[src/rtl/tl_pkg.sv]
// Shared phase encodings, lamp patterns and phase-duration lookup for the
// parametrised traffic light.
package tl_pkg;

  typedef enum logic [2:0] {
    PH_LEFT    = 3'd0,
    PH_GREEN   = 3'd1,
    PH_YELLOW  = 3'd2,
    PH_RED     = 3'd3,
    PH_ALLSTOP = 3'd4
  } phase_e;

  localparam logic [3:0] LAMP_LEFT   = 4'b1001;
  localparam logic [3:0] LAMP_GREEN  = 4'b0100;
  localparam logic [3:0] LAMP_YELLOW = 4'b0010;
  localparam logic [3:0] LAMP_RED    = 4'b0001;

  // ALLSTOP and illegal encodings report 1 so the timer always has a sane limit.
  function automatic int phase_dur(input logic [2:0] ph, input int left_c,
                                   input int green_c, input int yellow_c,
                                   input int red_c);
    case (ph)
      3'd0:    return left_c;
      3'd1:    return green_c;
      3'd2:    return yellow_c;
      3'd3:    return red_c;
      default: return 1;
    endcase
  endfunction

endpackage

[src/rtl/tl_phase_timer.sv]
// Per-phase cycle counter: counts 0..dur-1 and wraps, with a load port for
// restoring a saved position and a freeze port that holds the count.
module tl_phase_timer #(
  parameter int               CNT_W   = 5,
  parameter logic [CNT_W-1:0] RST_VAL = '0
) (
  input  logic             clk,
  input  logic             rst,
  input  logic             load,
  input  logic             freeze,
  input  logic [CNT_W-1:0] load_val,
  input  logic [CNT_W-1:0] dur,
  output logic [CNT_W-1:0] count,
  output logic             last
);

  assign last = (count >= dur - 1'b1);

  always_ff @(posedge clk) begin
    if (rst)         count <= RST_VAL;
    else if (load)   count <= load_val;
    else if (freeze) count <= count;
    else if (last)   count <= '0;
    else             count <= count + 1'b1;
  end

endmodule

[src/rtl/traffic_light_param.sv]
// Single-approach traffic light with parametrised phase timing and emergency
// all-red preemption. Define TL_LEFT_PHASE_EN to include the LEFT phase.
module traffic_light_param
  import tl_pkg::*;
#(
  parameter int LEFT_CYC    = 5,
  parameter int GREEN_CYC   = 10,
  parameter int YELLOW_CYC  = 3,
  parameter int RED_CYC     = 18,
  parameter int START_PHASE = 0,
  parameter int START_COUNT = 0,
  parameter int CNT_W       = 5
) (
  input  logic       clk,
  input  logic       rst,
  input  logic       emergency,
  output logic [3:0] out,
  output logic [2:0] phase,
  output logic       preempted,
  output logic       cycle_done
);

`ifdef TL_LEFT_PHASE_EN
  localparam bit         LEFT_EN  = 1'b1;
  localparam logic [2:0] START_ST = 3'(START_PHASE);
`else
  localparam bit         LEFT_EN  = 1'b0;
  localparam logic [2:0] START_ST = (START_PHASE == 0) ? PH_GREEN : 3'(START_PHASE);
`endif
  localparam int START_DUR = phase_dur(START_ST, LEFT_CYC, GREEN_CYC, YELLOW_CYC, RED_CYC);

  if (LEFT_CYC < 1 || LEFT_CYC > (1 << CNT_W) || GREEN_CYC < 1 || GREEN_CYC > (1 << CNT_W) ||
      YELLOW_CYC < 1 || YELLOW_CYC > (1 << CNT_W) || RED_CYC < 1 || RED_CYC > (1 << CNT_W))
  begin : g_bad_dur
    $error("traffic_light_param: phase duration below 1 or too wide for CNT_W");
  end
  if (START_PHASE < 0 || START_PHASE > 3 || START_COUNT < 0 || START_COUNT >= START_DUR)
  begin : g_bad_start
    $error("traffic_light_param: START_PHASE/START_COUNT out of range");
  end

  logic [2:0]       state, state_nxt, succ;
  logic [1:0]       saved_state;
  logic [CNT_W-1:0] saved_count, count, load_val, dur;
  logic             load, freeze, save, last, legal;

  assign dur = CNT_W'(phase_dur(state, LEFT_CYC, GREEN_CYC, YELLOW_CYC, RED_CYC));

  tl_phase_timer #(.CNT_W(CNT_W), .RST_VAL(CNT_W'(START_COUNT))) u_timer (
    .clk(clk), .rst(rst), .load(load), .freeze(freeze),
    .load_val(load_val), .dur(dur), .count(count), .last(last)
  );

  always_ff @(posedge clk) begin
    if (rst) begin
      state       <= START_ST;
      saved_state <= '0;
      saved_count <= '0;
      cycle_done  <= 1'b0;
    end else begin
      state      <= state_nxt;
      cycle_done <= (state == PH_RED) && last && !emergency;
      if (save) begin
        saved_state <= state[1:0];
        saved_count <= count;
      end
    end
  end

  always_comb begin
    legal = (state == PH_GREEN) || (state == PH_YELLOW) || (state == PH_RED) ||
            (LEFT_EN && state == PH_LEFT);
    case (state)
      PH_LEFT:   succ = PH_GREEN;
      PH_GREEN:  succ = PH_YELLOW;
      PH_YELLOW: succ = PH_RED;
      default:   succ = LEFT_EN ? PH_LEFT : PH_GREEN;
    endcase
    state_nxt = state;
    load      = 1'b0;
    load_val  = '0;
    freeze    = 1'b0;
    save      = 1'b0;
    if (state == PH_ALLSTOP) begin
      // Resume at the interrupted count so that cycle is shown again.
      if (emergency) begin
        freeze = 1'b1;
      end else begin
        state_nxt = {1'b0, saved_state};
        load      = 1'b1;
        load_val  = saved_count;
      end
    end else if (!legal) begin
      state_nxt = PH_RED;
      load      = 1'b1;
    end else if (emergency) begin
      state_nxt = PH_ALLSTOP;
      freeze    = 1'b1;
      save      = 1'b1;
    end else if (last) begin
      state_nxt = succ;
    end
  end

  always_comb begin
    case (state)
      PH_LEFT:   out = LAMP_LEFT;
      PH_GREEN:  out = LAMP_GREEN;
      PH_YELLOW: out = LAMP_YELLOW;
      default:   out = LAMP_RED;
    endcase
    if (!LEFT_EN) out[3] = 1'b0;
    phase     = state;
    preempted = (state == PH_ALLSTOP);
  end

endmodule

[config.mk]
export PLATFORM = sky130hd
export DESIGN_NAME = traffic_light_param
export DESIGN_NICKNAME = d
export VERILOG_FILES = /design/src/rtl/tl_pkg.sv /design/src/rtl/tl_phase_timer.sv /design/src/rtl/traffic_light_param.sv
export SDC_FILE = /design/constraint.sdc
export NUM_CORES = 1
export LEC_CHECK = 0
export BUFFER_PORTS_ARGS = -buffer_cell sky130_fd_sc_hd__buf_2
export CAP_MARGIN = 20
export CORE_MARGIN = 10
export CORE_UTILIZATION = 47
export DETAILED_ROUTE_END_ITERATION = 10
export PLACE_DENSITY = 0.68
export SLEW_MARGIN = 20
export SYNTH_ARGS = -nofsm -noshare
export SYNTH_HDL_FRONTEND = slang
export SYNTH_HIERARCHICAL = 1
export SYNTH_SLANG_ARGS = --single-unit
[constraint.sdc]
create_clock -name clk -period 2.5 [get_ports clk]
set_clock_uncertainty 0.1 [all_clocks]
set_input_delay 0.625 -clock clk [delete_from_list [all_inputs] [get_ports clk]]
set_output_delay 0.625 -clock clk [all_outputs]
set_load 0.005 [all_outputs]
==> flow_summary_export.csv, run 1 <==
group,metric,value,unit
worst_setup_path,cp-startpoint,"phase[2]$_SDFFE_PP0P_",
place,port_buffers,10,
synth,synthTopCellsByArea,"dfxtp_1, ha_1, a21oi_1",
die,core_area,2190,µm²
die,num_rows,17,
route,wl,2600,µm
synth,synth_area_leader_cell,"dfxtp_1",
worst_setup_path,critPathKind,"reg -> reg",
clock_network,cts_tree,"done",
grt,track_usage,0.119,
place,placed_cells,174,
timing,min_period,2.40,ns
die,die-width,67.6,µm
power,power.internal,0.000614,W
worst_setup_path,crit_top_cell,"nand3_1",
route,drtPass1Iterations,4,
layout,fin_cells,177,
synth,yosysMostFrequentCell,"a21oi_1",
timing,fmax,416,MHz
worst_setup_path,crit_fanout,6,
grt,grt_pass1_vias,943,
power,p_leak,0.491,nW
clock_network,cts_buffer_depth,2,
worst_setup_path,critPathCaptureType,"flop",
worst_setup_path,path_cells,"o21ba_2, inv_1, ha_2, xnor2_2, ha_1, a21oi_2, o21ai_2, nand3_1, nand2_2, nor2b_1, o22ai_1, nand3_1",
timing,drv_slew,0,
worst_setup_path,cp-start-kind,"flop",
power,ir_worst_vdd,0.514,mV
worst_setup_path,crit_slowest_cell,"dfxtp_2",
layout,drive_above_1_share,0.215,
worst_setup_path,crit_end,"phase[0]$_SDFFE_PP1P_",
clock_network,cts_buffers,3,
die,die_area,4570,µm²
power,power_frac_seq,0.314,
layout,antenna_cells,0,
die,io_pins,12,
clock_network,clk_latency,0.29,ns
route,drc,0,
die,die_h,67.6,µm
power,switchingPower,0.000471,W
timing,fin_crit_sh,0.961,
synth,ys_warn_count,6,
synth,ys_types,34,
route,wl_per_cell,14.7,µm
worst_setup_path,reg2reg_depth,12,
power,pwr-share-comb,0.558,
worst_setup_path,reg2reg_setup_slack,0.1,ns
route,vias,993,
synth,ys_ff_latch,16,
clock_network,clockRootBuffer,"clkbuf_4",
clock_network,htree_levels,1,
worst_setup_path,cpPeakStageDelay,0.36,ns
timing,hold_violations,0,
status,status,"finished clean",
min_path,hold_class,"reg -> reg",
power,p_per_area,911,nW/µm²
worst_setup_path,worstPathRequired,2.57,ns
clock_network,cts.clk_slew.worst_paths,0.09,ns
die,start_util,0.485,
synth,synth_top_area_frac,0.301,
layout,nets,161,
worst_setup_path,reg2reg_to,"phase[0]$_SDFFE_PP1P_",
grt,antenna_found_initial,0,
power,clkPwrFrac,0.127,
synth,synth_edf_count,0,
layout,final_util,0.544,
synth,syn_inst,139,
route,drt_iter0_drc,69,
grt,grt_max_degree,16,
synth,synth_area,1060,µm²
layout,area_growth,12.0,%
timing,setup_viol,0,
synth,synthFlopType,"dfxtp_1",
clock_network,cts_setup_buffers,0,
timing,setup_tns,0,ns
route,vias_per_cell,5.61,
grt,overflow,0,
route,drtAntennaViolNets,0,
power,swShare,0.434,
synth,yosysSeqAreaShare,0.301,
synth,synth_area_per_cell,7.65,µm²
synth,synthArstFlopShare,0,
flow_run,drv_cap,0,
synth,yosys-top-cells-count,"a21oi_1, dfxtp_1, nor2_1",
layout,fillers,214,
worst_setup_path,r2r-start,"phase[2]$_SDFFE_PP0P_",
grt,grt_pass1_wl,4260,µm
worst_setup_path,worstPathArrival,2.47,ns
place,gp_congestion,0.825,
synth,syn-num-nets,149,
clock_network,numClockSinks,16,
place,dp_hpwl,1860,µm
power,power,0.00109,W
-- worst min path at each step --
stage | from | end | slack (ns) | cells after the start
global route | saved_state[0]$_SDFFE_PP0P_ | saved_state[0]$_SDFFE_PP0P_ | 0.40 | 2
floorplan | saved_state[0]$_SDFFE_PP0P_ | saved_state[0]$_SDFFE_PP0P_ | 0.33 | 2
CTS | saved_state[0]$_SDFFE_PP0P_ | saved_state[0]$_SDFFE_PP0P_ | 0.36 | 2
global placement | saved_state[1]$_SDFFE_PP0P_ | saved_state[1]$_SDFFE_PP0P_ | 0.34 | 2
finish | saved_state[0]$_SDFFE_PP0P_ | saved_state[0]$_SDFFE_PP0P_ | 0.36 | 2
detailed placement | saved_state[0]$_SDFFE_PP0P_ | saved_state[0]$_SDFFE_PP0P_ | 0.35 | 2
-- metal layers --
layer	vias up	part of all wire	global-route usage
met1	464	0.45	0.141
li1	494	-	-
met5	-	0	0
met2	29	0.49	0.195
met3	6	0.046	0.0364
met4	0	0.015	0.0462
-- state kept, by name (all words and copies together) (netlist names) --
register       flops
saved_state        2
saved_count        5
u_timer/count      5
phase              3
cycle_done         1
-- worst max-delay path, delay by kind of cell (launching register included) --
family,cells,cell delay [ns]
AO/OA/AOI/OAI,4,0.65
adder cells (fa/ha/maj),2,0.52
AND/OR/NAND/NOR,4,0.44
flip-flops,1,0.36
XOR/XNOR,1,0.14
buffers and inverters,1,0.06
-- power groups by stage --
| stage | combinational [W] | sequential [W] | clock (W) |
|---|---|---|---|
| after CTS | 0.000556 | 0.000337 | 0.000144 |
| after global placement | 0.000527 | 0.000340 | 0 |
| after floorplan | 0.000423 | 0.000328 | 0 |
| final | 0.000606 | 0.000341 | 0.000138 |
| after detailed placement | 0.000552 | 0.000342 | 0 |
| after global routing | 0.000674 | 0.000349 | 0.000156 |
-- area by class of cell --
type,instances,area (µm²),share of cell area
flip-flops and latches,16,324,0.272
well taps,28,35.0,0.0294
clock buffers,3,22.5,0.0189
repair buffers,15,87.6,0.0735
multi-input cells,109,699,0.587
inverters,6,22.5,0.0189
-- what timing repair did --
action                                  CTS  global route
hold buffers                              0             0
resized for setup                         0            11
hold endpoints to repair                  0             0
endpoints found under the setup margin    0             4
-- metrics by stage --
step	setup slack [ns]	instance area, µm²	hold slack [ns]
floorplan	0.176	1060	0.332
global placement	0.134	1140	0.343
detailed placement	0.0701	1140	0.348
CTS	0.0409	1160	0.361
global route	-0.0360	1190	0.401
finish	0.0975	1190	0.358
-- cell families (layout without fill, tap and decap cells) --
logic type               count (synthesis)  count (layout)  synth area share
AO/OA/AOI/OAI                           36              36             0.205
XOR/XNOR                                 7               7            0.0576
adder cells (fa/ha/maj)                  7               7            0.0823
buffers and inverters                   14              24            0.0670
flip-flops                              16              16             0.301
other                                    1               1           0.00353
AND/OR/NAND/NOR                         58              58             0.284
-- cells in the final DEF (no fill, tap or decap), types with 3 or more instances in the layout --
cell type	count
ha_1	6
nor3_1	3
dfxtp_2	3
o21ai_0	6
a21oi_1	16
inv_1	6
and2_1	6
xor2_1	4
nor2b_1	4
nand2b_1	4
nand2_1	10
o22ai_1	6
clkbuf_4	3
nor2_1	12
buf_4	5
buf_2	10
nand3_1	9
dfxtp_1	13
Power figures use the tool's default switching activity.
==> run 2: changes to the inputs <==
GPL_ROUTABILITY_DRIVEN = 0   (was not set)
clock period = 2.39 ns   (was 2.5 ns; I/O delays follow)
==> run 2 against run 1 <==
  * Combinational power grew 15%
  * Sequential power increased by 5%
  * Sequential share of layout area shrank 1.4 points
  * Non-clock buffer count increased by 3
  * Cell count rose by 2.3%
  * Core utilization increased by 3.5 points
  * Routed wire length is 0.62% lower
  * Largest cell class unchanged
==> flow_summary_export.csv, run 2 (synthesis gave the netlist of run 1 again) <==
group,metric,value,unit
status,status,"finished clean",
route,drtPass1Iterations,4,
place,port_buffers,10,
die,die_area,4570,µm²
timing,hold_violations,0,
worst_setup_path,path_delay_family,"compound AO/OA/AOI/OAI gates",
worst_setup_path,path_buf_inv,1,
layout,area_growth,19.2,%
layout,final_cell_mix,"a21oi_1, dfxtp_1, nor2_1, nand2_1, buf_2",
timing,fin_crit_sh,0.960,
die,num_rows,17,
power,ir_worst_vdd,0.650,mV
clock_network,cts_buffer_depth,2,
route,wl,2580,µm
timing,setup_viol,0,
grt,overflow,0,
power,p_per_area,979,nW/µm²
layout,antenna_cells,0,
worst_setup_path,path_cells,"o21ba_4, inv_1, ha_2, nand2_1, xor2_1, ha_1, a21oi_2, nand2_2, nor2b_4, o22ai_2, nand3_1",
flow_run,drv_cap,0,
timing,min_period,2.30,ns
timing,drv_slew,0,
power,power,0.00124,W
die,die_h,67.6,µm
worst_setup_path,worstPathArrival,2.37,ns
layout,drive_above_1_share,0.275,
worst_setup_path,crit_slowest_cell,"dfxtp_2",
worst_setup_path,crit_fanout,4,
worst_setup_path,critPathCaptureType,"flop",
worst_setup_path,reg2reg_depth,11,
die,start_util,0.485,
clock_network,htree_levels,1,
clock_network,cts_tree,"done",
timing,hold_ws,0.356,ns
min_path,min_delay_path_depth,2,
grt,antenna_found_initial,0,
worst_setup_path,cpPeakStageDelay,0.36,ns
worst_setup_path,reg2reg_setup_slack,0.09,ns
min_path,whs_endpoint,"saved_state[1]$_SDFFE_PP0P_",
route,vias,1005,
die,core_area,2190,µm²
route,vias_per_cell,5.55,
die,io_pins,12,
min_path,hold_start,"saved_state[1]$_SDFFE_PP0P_",
route,drc,0,
clock_network,clockRootBuffer,"clkbuf_4",
min_path,hold_class,"reg -> reg",
worst_setup_path,worstPathRequired,2.46,ns
route,drtAntennaViolNets,0,
route,drt_iter0_drc,32,
clock_network,clk_latency,0.29,ns
clock_network,cts.clk_slew.worst_paths,0.11,ns
worst_setup_path,r2r-start,"phase[1]$_SDFFE_PP0P_",
power,p_leak,0.524,nW
place,dp_hpwl,1920,µm
clock_network,numClockSinks,16,
clock_network,cts_buffers,3,
worst_setup_path,cp-start-kind,"flop",
die,die-width,67.6,µm
grt,grt_max_degree,16,
layout,nets,164,
route,wl_per_cell,14.3,µm
clock_network,hold_buffers,0,
grt,track_usage,0.126,
timing,fmax,436,MHz
grt,grt_pass1_wl,4550,µm
worst_setup_path,reg2reg_to,"phase[0]$_SDFFE_PP1P_",
worst_setup_path,critPathKind,"reg -> reg",
timing,setup_tns,0,ns
layout,final_common_cell,"a21oi_1",
grt,grt_pass1_vias,1057,
run 2: how the worst max path moves through the flow:
| stage | startpoint | to | cells after the start |
|---|---|---|---|
| 3_3_place_gp | phase[1]$_SDFFE_PP0P_ | phase[0]$_SDFFE_PP1P_ | 11 |
| 4_1_cts | phase[2]$_SDFFE_PP0P_ | phase[0]$_SDFFE_PP1P_ | 12 |
| 3_5_place_dp | phase[1]$_SDFFE_PP0P_ | phase[0]$_SDFFE_PP1P_ | 11 |
| 2_1_floorplan | phase[1]$_SDFFE_PP0P_ | phase[1]$_SDFFE_PP0P_ | 12 |
| 5_1_grt | phase[2]$_SDFFE_PP0P_ | phase[0]$_SDFFE_PP1P_ | 11 |
| 6_report | phase[1]$_SDFFE_PP0P_ | phase[0]$_SDFFE_PP1P_ | 11 |
run 2: routing by layer:
metal / GRT usage / vias to the layer above / wire length, µm
met5: 0 / - / 0
met4: 0.0590 / 0 / 55
met3: 0.0314 / 6 / 108
met2: 0.221 / 28 / 1360
met1: 0.138 / 469 / 1060
li1: - / 502 / -
run 2: repair_timing:
action / 4_1_cts / 5_1_grt
pin swaps: 0 / 10
resized for setup: 2 / 18
setup buffers: 0 / 2
endpoints found under the setup margin: 2 / 4
run 2: worst reg2reg max path, delay by kind of cell (launching register included):
kind,cells,cell delay [ns]
buffers and inverters,1,0.06
AO/OA/AOI/OAI,3,0.58
adder cells (fa/ha/maj),2,0.54
XOR/XNOR,1,0.14
AND/OR/NAND/NOR,4,0.40
flip-flops,1,0.36
run 2: layout make-up:
cell class              count  area (µm²)
fillers                   211         923
multi-input cells         109         737
flip-flops and latches     16         327
repair buffers             18         110
clock buffers               4        36.3
well taps                  28        35.0
inverters                   6        22.5
run 2: report_power, final:
| group | total [W] | internal, W | switching, W |
|---|---|---|---|
| Clock | 0.000184 | 0.0000927 | 0.0000909 |
| Sequential | 0.000358 | 0.000309 | 0.0000490 |
| Combinational | 0.000699 | 0.000319 | 0.000380 |
| Total | 0.00124 | 0.000722 | 0.000520 |
run 2: stage by stage:
step	util	setup WS (ns)	cell area, µm²	std cells
global route	0.579	-0.0316	1270	181
global placement	0.523	0.0470	1140	175
CTS	0.543	0.0128	1190	179
floorplan	-	0.0661	1060	139
finish	0.579	0.0944	1270	181
detailed placement	0.523	-0.0194	1140	175
==> run 3: changes to the inputs <==
ABC_AREA = 1   (was not set)
==> run 3 against run 2 <==
  * Die area increased by 3.1%
  * Combinational power increased by 52%
  * Routed wire length rose by 7.7%
  * Design area rose by 8.2%
  * Synthesized area up 4.5%
  * Critical path depth rose by 9
  * Non-clock buffer count is 1 higher
  * Synthesized cell count increased by 29%
  * Core utilization rose by 3.5 points
  * Worst setup slack got worse by 0.085 ns
  * Global-route usage fell by 0.33 points
  * Largest cell class unchanged
==> flow_summary_export.csv, run 3 <==
group,metric,value,unit
status,status,"finished clean",
die,die-width,68.6,µm
worst_setup_path,reg2reg_setup_slack,0.01,ns
timing,max_slew.worst_pin.slew,0.819,ns
layout,nets,210,
die,io_pins,12,
clock_network,clk_latency,0.28,ns
synth,yosysMostFrequentCell,"nand2_1",
synth,synthFlopType,"dfxtp_1",
synth,ys_types,24,
layout,antenna_cells,0,
worst_setup_path,crit_slowest_cell,"dfxtp_4",
synth,synth_top_area_frac,0.288,
worst_setup_path,crit_top_cell,"nand2_2",
clock_network,cts_tree,"done",
route,drtPass1Iterations,4,
die,start_util,0.497,
clock_network,hold_buffers,0,
worst_setup_path,cpPeakStageDelay,0.40,ns
layout,final_common_cell,"nand2_1",
worst_setup_path,path_cells,"nor2_4, nor2_4, inv_2, ha_4, nand2_2, xnor2_1, inv_1, ha_4, nand2_2, inv_2, nand2_2, nand2_2, nor2_4, inv_2, nor2_1, nand3_1, nand2_2, nand2_2, nand2_2, nor2_2",
timing,min_period,2.38,ns
worst_setup_path,cp-start-kind,"flop",
die,core_area,2230,µm²
clock_network,cts_buffer_depth,2,
clock_network,cts.clk_slew.worst_paths,0.10,ns
route,vias_per_cell,5.00,
synth,syn-num-nets,189,
layout,area_growth,23.4,%
grt,grt_pass1_vias,1034,
layout,fin_cells,227,
route,drtAntennaViolNets,0,
worst_setup_path,path_delay_family,"simple AND/OR/NAND/NOR gates",
layout,multiInputGateArea,739,µm²
layout,final_cell_mix,"nand2_1, inv_1, nand3_1",
die,num_rows,17,
route,drc,0,
place,placed_cells,219,
route,vias,1134,
power,power.internal,0.000845,W
synth,yosysSeqAreaShare,0.288,
clock_network,htree_levels,1,
grt,track_usage,0.122,
power,swShare,0.478,
worst_setup_path,critPathKind,"reg -> reg",
power,pwr-share-comb,0.656,
worst_setup_path,path_buf_inv,4,
power,ir_worst_vdd,0.674,mV
synth,synth_edf_count,0,
synth,ys_warn_count,6,
layout,fillers,208,
synth,yosys-top-cells-count,"nand2_1, inv_1, nand3_1",
worst_setup_path,crit_fanout,8,
power,switchingPower,0.000775,W
synth,synth_area_per_cell,6.21,µm²
power,p_per_area,1180,nW/µm²
power,power_frac_seq,0.248,
min_path,hold_class,"reg -> reg",
synth,ys_ff_latch,16,
timing,drv_slew,0,
grt,grt_max_degree,16,
power,clkPwrFrac,0.095,
synth,synth_area_leader_cell,"dfxtp_1",
clock_network,numClockSinks,16,
layout,final_util,0.614,
timing,max-slew-margin-rel,0.448,
route,drt_iter0_drc,58,
worst_setup_path,worstPathRequired,2.48,ns
layout,seq_area,332,µm²
clock_network,cts_buffers,3,
route,wl,2780,µm
synth,synth_area,1110,µm²
route,wl_per_cell,12.3,µm
place,dp_hpwl,2020,µm
grt,antenna_found_initial,0,
worst_setup_path,worstPathArrival,2.47,ns
synth,synthArstFlopShare,0,
timing,fmax,420,MHz
flow_run,drv_cap,0,
worst_setup_path,critPathCaptureType,"flop",
timing,fin_crit_sh,0.996,
timing,hold_violations,0,
synth,syn_inst,179,
synth,synthTopCellsByArea,"dfxtp_1, nand2_1, inv_1",
place,port_buffers,10,
die,die_area,4710,µm²
power,p_leak,0.636,nW
timing,setup_viol,0,
timing,rsz0062_at_grt,"true",
layout,drive_above_1_share,0.302,
grt,grt_pass1_wl,4570,µm
die,die_h,68.6,µm
grt,overflow,0,
clock_network,clockRootBuffer,"clkbuf_4",
==> run 3: repair_timing <==
item,4_1_cts,5_1_grt
resized for setup,1,26
pin swaps,0,17
setup buffers,0,4
endpoints found under the setup margin,2,6
==> run 3: layout make-up <==
class,count,share of cell area
clock buffer,4,0.0192
inverter,31,0.0885
multi-input combinational,129,0.539
sequential,16,0.242
tap,28,0.0255
timing repair buffer,19,0.0858
==> run 3: worst paths after layout <==
check	to	from	cells after the start
setup reg to reg	phase[1]$_SDFFE_PP0P_	phase[0]$_SDFFE_PP1P_	20
hold / removal	saved_count[3]$_SDFFE_PP0P_	saved_count[3]$_SDFFE_PP0P_	2
setup / recovery	phase[1]$_SDFFE_PP0P_	phase[0]$_SDFFE_PP1P_	20
hold reg to reg	saved_count[3]$_SDFFE_PP0P_	saved_count[3]$_SDFFE_PP0P_	2
==> run 3: cell families after synthesis <==
group | synth area share
AOI/OAI and AO/OA | 0.0935
xor gates and xnor gates | 0.0315
adders and majority gates | 0.0788
buffers and inverters | 0.119
DFF | 0.288
other | 0.00338
and+or+nand+nor | 0.385
==> run 3: worst register-to-register path, delay by kind of cell (launching register included) <==
kind / cells / cell delay (ns)
adders and majority gates: 2 / 0.41
buffers and inverters: 4 / 0.23
and+or+nand+nor: 13 / 0.97
xor gates and xnor gates: 1 / 0.17
DFF: 1 / 0.40
==> run 3: stage by stage <==
stage | cell area [µm²] | total power (W) | hold WS, ns | setup WS, ns | setup TNS (ns)
6_report | 1370 | 0.00162 | 0.367 | 0.00974 | 0
5_1_grt | 1370 | 0.00178 | 0.390 | -0.124 | -0.243
4_1_cts | 1270 | 0.00141 | 0.371 | 0.00330 | 0
3_5_place_dp | 1240 | 0.00125 | 0.355 | 0.00862 | 0
3_3_place_gp | 1240 | 0.00123 | 0.350 | 0.0842 | 0
2_1_floorplan | 1130 | 0.00100 | 0.335 | 0.0504 | 0
==> run 3: routing by layer <==
layer  global-route usage  vias to the layer above  wire length [µm]
met5                    0                        -                 0
met2                0.196                       21              1350
met1                0.157                      515              1300
met3               0.0274                        2               106
met4               0.0427                        0                23
li1                     -                      596                 -
==> run 3: power by group through the flow <==
stage	clock network (W)	logic (W)	registers [W]
after floorplan	0	0.000625	0.000379
after global placement	0	0.000837	0.000391
after detailed placement	0	0.000859	0.000392
after CTS	0.000158	0.000860	0.000387
after global routing	0.000176	0.00119	0.000411
final	0.000154	0.00106	0.000403
